[src/rtl/pwm_ramp_if.sv]
// ============================================================================
// Module : pwm_ramp_if
// Brief  : Target/load request and value/busy/done status bundle for pwm_ramp.
// Rev    : 1.0
// ============================================================================
`default_nettype none

interface pwm_ramp_if #(
   parameter int WIDTH = 4
);
   logic [WIDTH-1:0] target;
   logic             load;
   logic [WIDTH-1:0] value;
   logic             busy;
   logic             done;

   modport master (
      output target,
      output load,
      input  value,
      input  busy,
      input  done
   );

   modport slave (
      input  target,
      input  load,
      output value,
      output busy,
      output done
   );
endinterface

`default_nettype wire

[src/rtl/pwm_ramp.sv]
// ============================================================================
// Module : pwm_ramp
// Brief  : Ramps a PWM duty value toward a loaded target, one step per N periods.
// Rev    : 1.0
// ============================================================================
`default_nettype none

module pwm_ramp #(
   parameter int WIDTH            = 4,
   parameter int PERIODS_PER_STEP = 4,
   parameter int STEP             = 1
) (
   input  wire logic   clock,
   input  wire logic   reset_n,
   pwm_ramp_if.slave   bus
);

   localparam int               c_div_w    = (PERIODS_PER_STEP > 1) ? $clog2(PERIODS_PER_STEP) : 1;
   localparam logic [c_div_w-1:0] c_div_last = c_div_w'(PERIODS_PER_STEP - 1);
   localparam logic [c_div_w-1:0] c_div_one  = c_div_w'(1);
   localparam logic [WIDTH-1:0]   c_step     = WIDTH'(STEP);
   localparam logic [WIDTH-1:0]   c_one      = WIDTH'(1);
   localparam logic [WIDTH-1:0]   c_phase_end = {WIDTH{1'b1}};

   typedef enum logic [1:0] {
      S_IDLE = 2'd0,
      S_UP   = 2'd1,
      S_DOWN = 2'd2
   } state_t;

   state_t               r_state;
   logic [WIDTH-1:0]     r_phase;
   logic [c_div_w-1:0]   r_divider;
   logic [WIDTH-1:0]     r_target;
   logic [WIDTH-1:0]     r_value;
   logic                 r_done;

   logic                 w_period_tick;
   logic                 w_step_tick;
   logic [WIDTH-1:0]     w_up_gap;
   logic [WIDTH-1:0]     w_dn_gap;

   // Value updates land on the edge that wraps phase, so each new duty
   // starts cleanly at the beginning of a PWM period.
   assign w_period_tick = (r_phase == c_phase_end);
   assign w_step_tick   = w_period_tick && (r_divider == c_div_last);
   assign w_up_gap      = r_target - r_value;
   assign w_dn_gap      = r_value - r_target;

   always_ff @(posedge clock or negedge reset_n) begin
      if (!reset_n) begin
         r_phase <= '0;
      end else begin
         r_phase <= r_phase + c_one;
      end
   end

   always_ff @(posedge clock or negedge reset_n) begin
      if (!reset_n) begin
         r_state   <= S_IDLE;
         r_divider <= '0;
         r_target  <= '0;
         r_value   <= '0;
         r_done    <= 1'b0;
      end else begin
         r_done <= 1'b0;
         if (bus.load) begin
            // A load restarts the step cadence and overrides any coincident step.
            r_target  <= bus.target;
            r_divider <= '0;
            if (bus.target > r_value) begin
               r_state <= S_UP;
            end else if (bus.target < r_value) begin
               r_state <= S_DOWN;
            end else begin
               r_state <= S_IDLE;
            end
         end else begin
            if (w_period_tick) begin
               r_divider <= (r_divider == c_div_last) ? '0 : r_divider + c_div_one;
            end
            if (w_step_tick) begin
               case (r_state)
                  S_UP: begin
                     if (w_up_gap <= c_step) begin
                        r_value <= r_target;
                        r_state <= S_IDLE;
                        r_done  <= 1'b1;
                     end else begin
                        r_value <= r_value + c_step;
                     end
                  end
                  S_DOWN: begin
                     if (w_dn_gap <= c_step) begin
                        r_value <= r_target;
                        r_state <= S_IDLE;
                        r_done  <= 1'b1;
                     end else begin
                        r_value <= r_value - c_step;
                     end
                  end
                  S_IDLE: begin
                     r_value <= r_value;
                  end
                  default: begin
                     r_state <= S_IDLE;
                  end
               endcase
            end
         end
      end
   end

   assign bus.value = r_value;
   assign bus.done  = r_done;
   assign bus.busy  = (r_state == S_UP) || (r_state == S_DOWN);

endmodule

`default_nettype wire

[src/flat_wrapper.sv]
// flat-port wrapper written by rule: the top's interface ports become plain ports
module pwm_ramp_flat 
#(
   parameter int WIDTH            = 4,
   parameter int PERIODS_PER_STEP = 4,
   parameter int STEP             = 1
)
  (clock, reset_n, bus_target, bus_load, bus_value, bus_busy, bus_done);
  pwm_ramp_if #(.WIDTH(WIDTH)) bus_i ();
  input  wire logic clock;
  input  wire logic reset_n;
  input wire logic [$bits(bus_i.target)-1:0] bus_target;
  input wire logic [$bits(bus_i.load)-1:0] bus_load;
  output wire logic [$bits(bus_i.value)-1:0] bus_value;
  output wire logic [$bits(bus_i.busy)-1:0] bus_busy;
  output wire logic [$bits(bus_i.done)-1:0] bus_done;
  assign bus_i.target = bus_target;
  assign bus_i.load = bus_load;
  assign bus_value = bus_i.value;
  assign bus_busy = bus_i.busy;
  assign bus_done = bus_i.done;
  pwm_ramp #(.WIDTH(WIDTH), .PERIODS_PER_STEP(PERIODS_PER_STEP), .STEP(STEP)) u_core (.clock(clock), .reset_n(reset_n), .bus(bus_i));
endmodule
[config.mk]
export PLATFORM = sky130hd
export DESIGN_NAME = pwm_ramp_flat
export DESIGN_NICKNAME = d
export VERILOG_FILES = /design/src/rtl/pwm_ramp_if.sv /design/src/rtl/pwm_ramp.sv /design/src/flat_wrapper.sv
export SDC_FILE = /design/constraint.sdc
export NUM_CORES = 1
export LEC_CHECK = 0
export BUFFER_PORTS_ARGS = -buffer_cell sky130_fd_sc_hd__buf_2
export CAP_MARGIN = 40
export CORE_ASPECT_RATIO = 1.1
export CORE_MARGIN = 2
export CORE_UTILIZATION = 55
export CTS_CLUSTER_SIZE = 40
export DETAILED_ROUTE_END_ITERATION = 12
export PLACE_DENSITY = 0.83
export SYNTH_ARGS = -nofsm -noshare
export SYNTH_HDL_FRONTEND = slang
export SYNTH_SLANG_ARGS = --single-unit
[constraint.sdc]
create_clock -name clock -period 3.4 [get_ports clock]
set_clock_uncertainty 0.15 [all_clocks]
set_input_delay 0.34 -clock clock [delete_from_list [all_inputs] [get_ports clock]]
set_output_delay 0.34 -clock clock [all_outputs]
set_load 0.01 [all_outputs]
==> results by group, run 1 <==
Run status
  • Status: finished clean

Timing
  • Unrepaired setup endpoints after global routing: no
  • Worst Max-Slew Pin Slew: 0.421 ns
  • Slew Limit Fails: 0
  • Final Hold Viols: 0
  • Part of the cycle the worst path needs: 0.874
  • Fmax: 337 MHz
  • Min Hold Slack: 0.122 ns
  • Max-slew headroom: 0.712
  • # setup viols final: 0
  • Post-route setup TNS: 0 ns
  • Final Critical Period: 2.97 ns

Drt
  • WL met2: 1440 µm
  • WL final: 2870 µm
  • WL met1: 1250 µm
  • Vias: 1099
  • Drt first pass iters: 4
  • WL/cell: 15.5 µm
  • Detailed-route DRC error count: 0
  • Via/cell ratio: 5.94
  • Initial DRC count: 31
  • Routed Antenna Nets: 0
  • DR top layer: met4
  • DR WL met3: 129 µm

Power and ir drop
  • Comb power frac: 0.351
  • Pwr/cell area: 356 nW/µm²
  • Switching share of total power: 0.362
  • Clock share of power: 0.212
  • Leak: 0.000727 µW
  • Psw: 186 µW
  • Worst vdd rail ir drop: 284 µV
  • Internal Power: 328 µW
  • Seq pwr share: 0.437

Placement
  • Post-DP HPWL: 2300 µm
  • Placed cell count: 180
  • Cell Area, Placed: 1410 µm²
  • RePlAce Congestion: 0.903
  • Port bufs: 12

Setup path
  • Crit path capture type: flip-flop
  • Worst EP arrival: 2.97 ns
  • Critical Path Source: u_core.bus.value[0]
  • Critical path fanouts, max: 8
  • Worst setup path class: flip-flop to flip-flop
  • Crit Reg-Reg Startpoint: u_core.bus.value[0]
  • Worst r2r path cells: 8
  • WP data required: 3.40 ns
  • Startpoint types: flip-flop

Synthesis
  • Post-synth EDFFs: 0
  • Syn Std Cell Area: 1330 µm²
  • Synth top area share: 0.319
  • Synth Register Bits: 17
  • Post-Synth Simple-Gate Area: 0.155
  • Leading area contributor after synthesis: dfrtp_1
  • Syn avg cell area: 9.45 µm²
  • Mapped Cells: 141
  • Synth Area in Adders: 0.190
  • Post-synthesis async set-or-reset flop share: 1.00
  • Synthesized net count: 167
  • Xor and xnor area share after synthesis: 0.0460
  • Complex-gate fraction of the synthesized area: 0.187
  • Synth cell types: 40
  • Mux cell area share after synthesis: 0.0413
  • Top post-synthesis cells by area: dfrtp_1 (32%), ha_1 (16%), inv_1 (4.5%)
  • Register area share after synthesis: 0.319
  • Yosys warnings: 0
  • Main combinational cell family by area after synthesis: adder cells
  • Main flop type after synthesis: dfrtp_1

Job
  • Max-Cap Viols: 0

Global routing
  • Antenna violations before repair: 0
  • Total track usage: 0.224
  • Largest net degree at the start of global routing: 18
  • First-pass GRT wire length: 4870 µm
  • Vias in the first global route: 1087
  • GRT overflow: 0

CTS
  • Clk slew on worst S/H paths: 0.10 ns
  • Htree depth: 1
  • Clock buffer depth: 2
  • Clock root buffer: clkbuf_4
  • CTS tree: done
  • Clk sink count: 17
  • Post-CTS Setup Bufs: 0
  • Worst skew pair latency: 0.29 ns
  • CTS Buf Count: 3

Floorplan
  • Ports: 13
  • Core ar.: 2270 µm²
  • Die area: 2830 µm²
  • Rows: 18
  • Initial core utilization: 0.586
  • Die Width: 50.9 µm
  • Die height: 55.6 µm

Hold path
  • Min-delay src: bus_target[0]
  • Worst hold path class: primary input to flip-flop
  • Hold Path Cell Cnt: 3

Final layout
  • Final non-filler cell total: 185
  • Share of post-route cells with drive strength above 1: 0.142
  • Final instance area: 1450 µm²
  • N_diodes: 0
  • Final net count: 182
  • Area growth from synthesis to layout: 8.45%
  • Finished Core Util: 0.635
worst max-delay path: stages (launching register included):
cell	delay [ns]
dfrtp_1	0.53
inv_1	0.16
ha_1	0.26
fa_1	0.54
inv_1	0.06
nor4_1	0.37
o22ai_1	0.13
a2111oi_0	0.47
o22ai_1	0.15
logic make-up after synthesis:
logic type | Yosys count
buf+inv | 19
simple gates | 40
flops | 17
compound gates | 34
xor+xnor | 7
fa+ha+maj | 19
mux | 5
sequential cells by signal, indices dropped and copies added, names as in the netlist:
signal and flops:
u_core.bus.done 1, u_core.bus.value 4, u_core.r_divider 2, u_core.r_phase 4, u_core.r_state 2, u_core.r_target 4
synthesized netlist by cell type (2+ instances only):
cell type / n
dfrtp_1: 17
mux2i_1: 4
nand2_1: 10
xnor2_1: 4
or3_1: 2
a21o_1: 3
and3b_1: 2
o21ai_0: 5
nor2_1: 9
a22oi_1: 2
nor3_1: 2
o22ai_1: 6
o21ai_1: 2
nor3b_1: 2
xor2_1: 3
a21oi_1: 3
o211ai_1: 2
nand3_1: 8
o211a_1: 2
fa_1: 2
inv_1: 16
ha_1: 17
area by class of cell:
class / instances / area, µm²
Fill cell: 180 / 830
Multi-Input combinational cell: 105 / 825
Tap cell: 30 / 37.5
Sequential cell: 17 / 425
Timing Repair Buffer: 13 / 70.1
Inverter: 16 / 60.1
Clock buffer: 3 / 22.5
Clock inverter: 1 / 5.00
power groups by stage:
| stage | sequential, µW | combinational [µW] | clock, µW |
|---|---|---|---|
| floorplan | 227 | 142 | 0 |
| global placement | 227 | 170 | 0 |
| detailed placement | 229 | 178 | 0 |
| CTS | 225 | 180 | 110 |
| global route | 226 | 202 | 122 |
| finish | 225 | 180 | 109 |
timing repair:
action	4_1_cts	5_1_grt
setup endpoints to repair	0	0
resized for setup	0	0
endpoints found under the hold margin	17	0
hold buffers	1	0
cell usage in the layout, fill, tap and decap left out, types with 2 or more instances in the layout:
cell      netlist  final
a21o_1          3      3
a21oi_1         3      3
a22oi_1         2      2
and3b_1         2      2
buf_2           0     12
clkbuf_4        0      3
dfrtp_1        17     17
fa_1            2      2
ha_1           17     17
inv_1          16     16
mux2i_1         4      4
nand2_1        10     10
nand3_1         8      8
nor2_1          9      9
nor3_1          2      2
nor3b_1         2      2
o211a_1         2      2
o211ai_1        2      2
o21ai_0         5      5
o21ai_1         2      2
o22ai_1         6      6
or3_1           2      2
xnor2_1         4      4
xor2_1          3      3
metrics by stage:
stage          total power (µW)  setup WS, ns
2_1_floorplan               369         0.840
3_3_place_gp                398         0.597
3_5_place_dp                407         0.479
4_1_cts                     515         0.461
5_1_grt                     551         0.265
6_report                    514         0.429
routing by layer:
| metal | vias to the layer above | track usage |
|---|---|---|
| met2 | 39 | 0.364 |
| met3 | 8 | 0.0296 |
| met4 | 0 | 0.100 |
| met1 | 523 | 0.295 |
| met5 | - | 0 |
| li1 | 529 | - |
path summary, 6_finish.rpt:
| check | slack, ns | end |
|---|---|---|
| setup reg to reg | 0.43 | u_core.bus.value[3] |
| hold reg to reg | 0.34 | u_core.r_phase[0] |
| setup / recovery | 0.43 | u_core.bus.value[3] |
| min in group asynchronous | 0.35 | u_core.r_state[0] |
| max in group asynchronous | 2.48 | u_core.r_phase[3] |
| hold / removal | 0.12 | u_core.r_target[0] |
Note: power is estimated with default switching activity, not from simulation.
==> run 2: changes to the inputs <==
--- a/config.mk
+++ b/config.mk
@@ -10,6 +10,7 @@
 export CORE_ASPECT_RATIO = 1.1
 export CORE_MARGIN = 2
 export CORE_UTILIZATION = 55
+export CTS_BUF_LIST = sky130_fd_sc_hd__clkbuf_8
 export CTS_CLUSTER_SIZE = 40
 export DETAILED_ROUTE_END_ITERATION = 12
 export PLACE_DENSITY = 0.83
==> constraint.sdc (replaced) <==
create_clock -name clock -period 3.4 [get_ports clock]
set_clock_uncertainty 0.15 [all_clocks]
set_input_delay 0.34 -clock clock [delete_from_list [all_inputs] [get_ports clock]]
set_output_delay 0.34 -clock clock [all_outputs]
set_load 0.1 [all_outputs]
==> run 2 against run 1 <==
Net effect:
- clock power grew 39%
- cell count unchanged
- utilization rose by 0.82 points
- global-route usage increased by 0.17 points
- first-iteration DRC count fell by 16%
- total power rose by 16%
- combinational power up 23%
- count of clock-buffer cells in the layout unchanged
- maximum frequency down 0.61%
- non-clock buffer count unchanged
- critical endpoint unchanged
- largest power group unchanged
==> results by group, run 2 (synthesis results as in run 1) <==
CTS
  • CTS tree: done
  • Clk sink count: 17
  • Htree depth: 1
  • Worst skew pair latency: 0.25 ns
  • CTS Buf Count: 3
  • Clock root buffer: clkbuf_8
  • Post-CTS Resized: 0
  • Post-CTS Setup Bufs: 0
  • Clk slew on worst S/H paths: 0.07 ns
  • Clock buffer depth: 2
  • CTS hold repair buffers: 1

Final layout
  • N_diodes: 0
  • Final instance area: 1460 µm²
  • Fillers: 179
  • Final net count: 182
  • Area growth from synthesis to layout: 9.86%
  • Sequential Area: 425 µm²
  • Finished Core Util: 0.644
  • Highest-count cells in the layout ignoring fill and taps: ha_1 (17), dfrtp_1 (17), inv_1 (16), buf_2 (12), nand2_1 (10)
  • Share of post-route cells with drive strength above 1: 0.142
  • Area of the multi-input gates: 825 µm²

Floorplan
  • Initial core utilization: 0.586
  • Rows: 18
  • Die height: 55.6 µm
  • Die area: 2830 µm²
  • Core ar.: 2270 µm²
  • Ports: 13
  • Die Width: 50.9 µm

Setup path
  • Crit path capture type: flip-flop
  • Worst EP arrival: 2.94 ns
  • Startpoint types: flip-flop
  • Critical path fanouts, max: 8
  • Worst setup path class: flip-flop to flip-flop
  • WP data required: 3.35 ns

Power and ir drop
  • Psw: 231 µW
  • Internal Power: 366 µW
  • Clock share of power: 0.253
  • Seq pwr share: 0.377
  • Comb power frac: 0.371
  • Worst vdd rail ir drop: 314 µV
  • Switching share of total power: 0.387
  • Leak: 0.000735 µW
  • Pwr/cell area: 408 nW/µm²

Timing
  • Part of the cycle the worst path needs: 0.879
  • Max-slew headroom: 0.678
  • Fmax: 335 MHz
  • # setup viols final: 0
  • Unrepaired setup endpoints after global routing: no
  • Post-route setup TNS: 0 ns
  • Final Critical Period: 2.99 ns
  • Worst Max-Slew Pin Slew: 0.486 ns
  • Slew Limit Fails: 0
  • Min Hold Slack: 0.164 ns
  • Final Hold Viols: 0

Drt
  • Vias: 1108
  • Initial DRC count: 26
  • Detailed-route DRC error count: 0
  • Via/cell ratio: 5.99
  • Drt first pass iters: 6
  • WL/cell: 15.7 µm
  • WL final: 2910 µm
  • Routed Antenna Nets: 0

Global routing
  • Antenna violations before repair: 0
  • GRT overflow: 0
  • First-pass GRT wire length: 4950 µm
  • Largest net degree at the start of global routing: 18
  • Total track usage: 0.226
  • Vias in the first global route: 1090

Placement
  • Port bufs: 12
  • RePlAce Congestion: 0.903
  • Post-DP HPWL: 2300 µm
  • Cell Area, Placed: 1410 µm²

Run status
  • Status: finished clean

Hold path
  • Worst hold path class: primary input to flip-flop

Job
  • Max-Cap Viols: 0
==> run 2: cell types whose count changed in the layout (fill, tap and decap cells not counted) <==
cell      before  now
clkbuf_4       3    0
clkbuf_8       0    3
==> run 2: stage by stage <==
step,total power [µW],setup WS [ns],instances
2_1_floorplan,409,0.168,141
3_3_place_gp,438,0.597,180
3_5_place_dp,446,0.479,180
4_1_cts,598,0.465,185
5_1_grt,630,0.271,185
6_report,597,0.411,185
==> run 2: power by group through the flow <==
| stage | Sequential (µW) | Combinational, µW | Clock (µW) |
|---|---|---|---|
| CTS | 225 | 220 | 154 |
| finish | 225 | 221 | 151 |
| global placement | 227 | 210 | 0 |
| detailed placement | 229 | 218 | 0 |
| floorplan | 242 | 167 | 0 |
| global route | 226 | 242 | 161 |
==> run 2: layout make-up <==
class / count / share of cell area
flip-flops and latches: 17 / 0.291
well taps: 30 / 0.0256
clock buffers: 3 / 0.0282
multi-input cells: 105 / 0.563
repair buffers: 13 / 0.0479
clock inverters: 1 / 0.00342
inverters: 16 / 0.0410
==> run 2: worst paths after layout <==
kind	from	end	slack, ns	cells past startpoint
setup / recovery	u_core.bus.value[0]	u_core.bus.value[3]	0.41	8
hold / removal	bus_target[0]	u_core.r_target[0]	0.16	3
setup reg to reg	u_core.bus.value[0]	u_core.bus.value[3]	0.41	8
hold reg to reg	u_core.r_phase[0]	u_core.r_phase[0]	0.32	1
max in group asynchronous	reset_n	u_core.r_phase[3]	2.43	2
min in group asynchronous	reset_n	u_core.r_state[0]	0.40	2
==> run 2: worst max-delay path, stage by stage, from the launching register on <==
cell and delay [ns]:
dfrtp_1 0.53, inv_1 0.16, ha_1 0.26, fa_1 0.54
inv_1 0.06, nor4_1 0.37, o22ai_1 0.13, a2111oi_0 0.48
o22ai_1 0.15
==> run 2: metal layers <==
layer  vias up  share of wire  global-route usage
met5         -              0                   0
met4         0          0.019              0.0849
met3         9          0.043              0.0323
met2        38           0.49               0.365
met1       532           0.44               0.304
li1        529              -                   -
